$ cat config.mk
export PLATFORM = sky130hd
export DESIGN_NAME = wb_rr_arbiter
export DESIGN_NICKNAME = d
export VERILOG_FILES = /design/src/rtl/wb_rr_arbiter.sv
export SDC_FILE = /design/constraint.sdc
export NUM_CORES = 1
export LEC_CHECK = 0
export ABC_CLOCK_PERIOD_IN_PS = 1000
export BUFFER_PORTS_ARGS = -buffer_cell sky130_fd_sc_hd__buf_2
export CORE_AREA = 2 2 122 124
export DETAILED_ROUTE_END_ITERATION = 10
export DIE_AREA = 0 0 124 126
export SYNTH_ARGS = -nofsm -noshare
export SYNTH_HDL_FRONTEND = slang
export SYNTH_SLANG_ARGS = --single-unit
$ cat constraint.sdc
create_clock -name clock -period 1 [get_ports clock]
set_input_delay 0.1 -clock clock [delete_from_list [all_inputs] [get_ports clock]]
set_output_delay 0.1 -clock clock [all_outputs]
set_load 0.01 [all_outputs]
$ cat src/rtl/wb_rr_arbiter.sv
// Two-master Wishbone classic round-robin arbiter onto one shared slave port; grant registered, data path combinational.
// Optional BUSY watchdog enabled by defining WB_ARB_TIMEOUT_EN (error-terminates after TIMEOUT_CYCLES).
module wb_rr_arbiter #(
  parameter int TIMEOUT_CYCLES = 255
) (
  input  logic        clock,
  input  logic        resetb,

  input  logic        m0_cyc_i,
  input  logic        m0_stb_i,
  input  logic        m0_we_i,
  input  logic [3:0]  m0_sel_i,
  input  logic [31:0] m0_adr_i,
  input  logic [31:0] m0_dat_i,
  output logic        m0_ack_o,
  output logic        m0_err_o,
  output logic [31:0] m0_dat_o,

  input  logic        m1_cyc_i,
  input  logic        m1_stb_i,
  input  logic        m1_we_i,
  input  logic [3:0]  m1_sel_i,
  input  logic [31:0] m1_adr_i,
  input  logic [31:0] m1_dat_i,
  output logic        m1_ack_o,
  output logic        m1_err_o,
  output logic [31:0] m1_dat_o,

  output logic        s_cyc_o,
  output logic        s_stb_o,
  output logic        s_we_o,
  output logic [3:0]  s_sel_o,
  output logic [31:0] s_adr_o,
  output logic [31:0] s_dat_o,
  input  logic        s_ack_i,
  input  logic [31:0] s_dat_i,

  output logic [1:0]  grant_o
);

  localparam logic [0:0] ST_IDLE = 1'b0;
  localparam logic [0:0] ST_BUSY = 1'b1;

  logic [0:0] state_q, state_d;
  logic       owner_q, owner_d;     // 0 = m0, 1 = m1
  logic       last_q, last_d;       // master that owned the last finished grant
  logic       m0_req, m1_req;
  logic       busy;
  logic       own_cyc, own_stb;
  logic       ack_ok;
  logic       tmo;

  assign m0_req  = m0_cyc_i & m0_stb_i;
  assign m1_req  = m1_cyc_i & m1_stb_i;
  assign busy    = (state_q == ST_BUSY);
  assign own_cyc = owner_q ? m1_cyc_i : m0_cyc_i;
  assign own_stb = owner_q ? m1_stb_i : m0_stb_i;

  // An ack is only honoured while the owner still holds cyc; a dropped cyc is an abort.
  assign ack_ok  = busy & own_cyc & s_ack_i;

`ifdef WB_ARB_TIMEOUT_EN
  localparam logic [7:0] TMO_LAST = 8'(TIMEOUT_CYCLES - 1);

  logic [7:0] cnt_q, cnt_d;

  assign tmo   = busy & own_cyc & ~s_ack_i & (cnt_q == TMO_LAST);
  assign cnt_d = busy ? (cnt_q + 8'd1) : 8'd0;

  always_ff @(posedge clock) begin
    if (!resetb) begin
      cnt_q <= 8'd0;
    end else begin
      cnt_q <= cnt_d;
    end
  end

  assign m0_err_o = tmo & resetb & ~owner_q;
  assign m1_err_o = tmo & resetb & owner_q;
`else
  assign tmo      = 1'b0;
  assign m0_err_o = 1'b0;
  assign m1_err_o = 1'b0;
`endif

  assign m0_ack_o = ack_ok & resetb & ~owner_q;
  assign m1_ack_o = ack_ok & resetb & owner_q;
  assign m0_dat_o = s_dat_i;
  assign m1_dat_o = s_dat_i;
  assign grant_o  = busy ? {owner_q, ~owner_q} : 2'b00;

  always_comb begin
    s_cyc_o = 1'b0;
    s_stb_o = 1'b0;
    s_we_o  = 1'b0;
    s_sel_o = 4'h0;
    s_adr_o = 32'h0;
    s_dat_o = 32'h0;
    if (busy) begin
      s_cyc_o = own_cyc & ~tmo;
      s_stb_o = own_stb & ~tmo;
      s_we_o  = owner_q ? m1_we_i  : m0_we_i;
      s_sel_o = owner_q ? m1_sel_i : m0_sel_i;
      s_adr_o = owner_q ? m1_adr_i : m0_adr_i;
      s_dat_o = owner_q ? m1_dat_i : m0_dat_i;
    end
  end

  always_comb begin
    state_d = state_q;
    owner_d = owner_q;
    last_d  = last_q;
    case (state_q)
      ST_IDLE: begin
        if (m0_req && m1_req) begin
          owner_d = ~last_q;
          state_d = ST_BUSY;
        end else if (m0_req) begin
          owner_d = 1'b0;
          state_d = ST_BUSY;
        end else if (m1_req) begin
          owner_d = 1'b1;
          state_d = ST_BUSY;
        end
      end
      default: begin
        if (!own_cyc || ack_ok || tmo) begin
          state_d = ST_IDLE;
          last_d  = owner_q;
        end
      end
    endcase
  end

  always_ff @(posedge clock) begin
    if (!resetb) begin
      state_q <= ST_IDLE;
      owner_q <= 1'b0;
      last_q  <= 1'b1;
    end else begin
      state_q <= state_d;
      owner_q <= owner_d;
      last_q  <= last_d;
    end
  end

endmodule

==> results.toml <==
[outcome]
status = "complete, but fails checks"
violations = "negative setup slack"

[critical_path]
r2r-start = "owner_q$_SDFFE_PN0P_"
worstSetupPathType = "flop to primary output"
crit_required_ps = 900
crit_arrival_ps = 1350
cp-start-kind = "flop"
r2r_setup_slack_ps = -270
worstSetupEndpointType = "primary output"
rr_worst_depth = 6
r2r-end = "last_q$_SDFFE_PN1P_"
cp_max_fo = 5

[clock_network]
cts_root_buf = "clkbuf_16"
htreeDepth = 1
clock_latency_ps = 220
cts_tree = "built"
cts_num_sinks = 3
cts.clk_slew.worst_paths_ps = 30
clockBufferDepth = 2
cts_buffers = 3
hold_buffers = 0

[die]
fp.dieW_microns = 124
core_sq_um = 14300
fp-row-count = 44
die_h_microns = 126
start_util_pct = 12.8
pin_count = 318
dieArea_sq_um = 15600

[timing]
hold_viol_final = 0
setup_viol = 78
fmax_mhz = 691
setup_tns_ps = -29370
slew_viol_final = 0
period_minus_slack_ps = 1450
timing.final.crit_share_pct = 145
hold_slack_ps = 168
layout_setup_ws_ps = -448
fin_worst_skew_ps = 0.601
rsz0062_at_grt = "yes"

[route]
detail-route-antenna-nets = 0
route.detailed.drc = 0
dr.first_iter.drc_count = 28
via_count = 2191
via_per_inst = 3.66
first_pass_iters = 4
finalWirelength_microns = 7170
wl_per_cell_microns = 12.0

[synthesis]
synthDominantAreaCellType = "mux2i_1"
synth_ff_type = "dfxtp_1"
synth_async_sr_flop_share_pct = 0
synth_most_common_cell = "nor2_1"
synth_area_sq_um = 1830
syn_area_per_cell_sq_um = 7.37
ys_types = 21
synth_edf_count = 0
ys_top_cells_by_area = "mux2i_1, buf_4, nor2_1"
ys_ff_latch = 3
synth-seq-area-share_pct = 3.27
synth_top_cell_area_share_pct = 38.2
yosys_warnings = 0
synthTopCellsByCount = "nor2_1, mux2i_1, buf_4"
netlist_instances = 249

[final_layout]
layout.nets = 592
syn2layout_area_growth_pct = 69.9
drive_gt1_share_pct = 69.3
layout.cells.non_filler = 598
num_antenna_cells = 0

[grt]
grt_max_degree = 33
grt_pass1_vias = 1924
overflow = 0
grt_pass1_wl_microns = 8810
grt_antenna_before_repair = 0
grt_use_total_pct = 6.96

[power]
power_density_nw_per_um2 = 721
ir_drop_mv = 0.672
power.total_mw = 2.25
total_leakage_power_nw = 1.59

[hold_path]
min-delay-start = "resetb"
holdPathEnd = "owner_q$_SDFFE_PN0P_"
holdCritPathClass = "primary input to flop"
min_path_cells = 2

[flow_run]
cap_violations = 0

[place]
place_inst = 585
gp_congestion = 0.735
dp_slack_ps = -182
port_buffers = 219
hpwl_microns = 5420
==> state kept, by name, summed over array words and instances (netlist names) <==
signal / cells
busy: 1
owner_q: 1
last_q: 1
==> where the power goes <==
part           switching (mW)  internal [mW]
sequential            0.00630          0.131
combinational           0.679          0.794
clock                   0.111          0.526
==> what timing repair did <==
action / CTS / global route
buffers inserted: 3 / 4
cloned: 0 / 3
resized for setup: 5 / 32
pin swaps: 1 / 0
endpoints found under the setup margin: 78 / 78
==> routing by layer <==
metal  wire length [microns]  global-route usage [%]  part of all wire, %
met3                     857                    2.49                   12
met1                    2480                    6.86                   35
met5                       0                       0                    0
met2                    3650                    13.1                   51
met4                     178                    2.64                  2.5
==> cell type report <==
class                           instances  area, sq um
Timing Repair Buffer                  243         1450
Tap cell                              184          230
Clock buffer                            4         78.8
Inverter                                4         15.0
Sequential cell                         3         65.1
Fill cell                            1604        11200
Multi-Input combinational cell        160         1270
==> worst max-delay path by stage <==
stage	start	slack, ps	end
after global routing	owner_q$_SDFFE_PN0P_	-520	m0_ack_o
after floorplan	owner_q$_SDFFE_PN0P_	-60	s_adr_o[10]
after global placement	owner_q$_SDFFE_PN0P_	-180	s_adr_o[30]
after detailed placement	owner_q$_SDFFE_PN0P_	-180	s_dat_o[18]
final	owner_q$_SDFFE_PN0P_	-450	m0_ack_o
after CTS	owner_q$_SDFFE_PN0P_	-420	s_dat_o[18]
==> critical path, cell delays in order, from the launching register on <==
cell and delay [ps]:
dfxtp_4 340, buf_12 140, mux2i_2 150, nand4b_1 230
nor2_2 110, buf_2 140
==> stage by stage <==
step	util [%]	instance area, sq um
after floorplan	-	1900
after global placement	19.0	2720
after detailed placement	19.0	2720
after CTS	19.9	2840
after global routing	21.8	3120
final	21.8	3120
==> cells in the final DEF (no fill, tap or decap), drive strengths merged, types with 2 or more instances in the layout <==
cell type,netlist,layout
inv,4,4
conb,1,2
nand2,2,2
o21ai,3,3
mux2i,71,71
nor2,74,74
clkbuf,0,7
dfxtp,3,3
buf,83,240
==> cell families after synthesis <==
group / count (synthesis) / synth area share, %
other: 1 / 0.204
flip-flops: 3 / 3.27
AND/OR/NAND/NOR: 80 / 17.0
AO/OA/AOI/OAI: 7 / 2.59
multiplexers: 71 / 38.9
buffers and inverters: 87 / 38.0
Power figures use the tool's default switching activity.
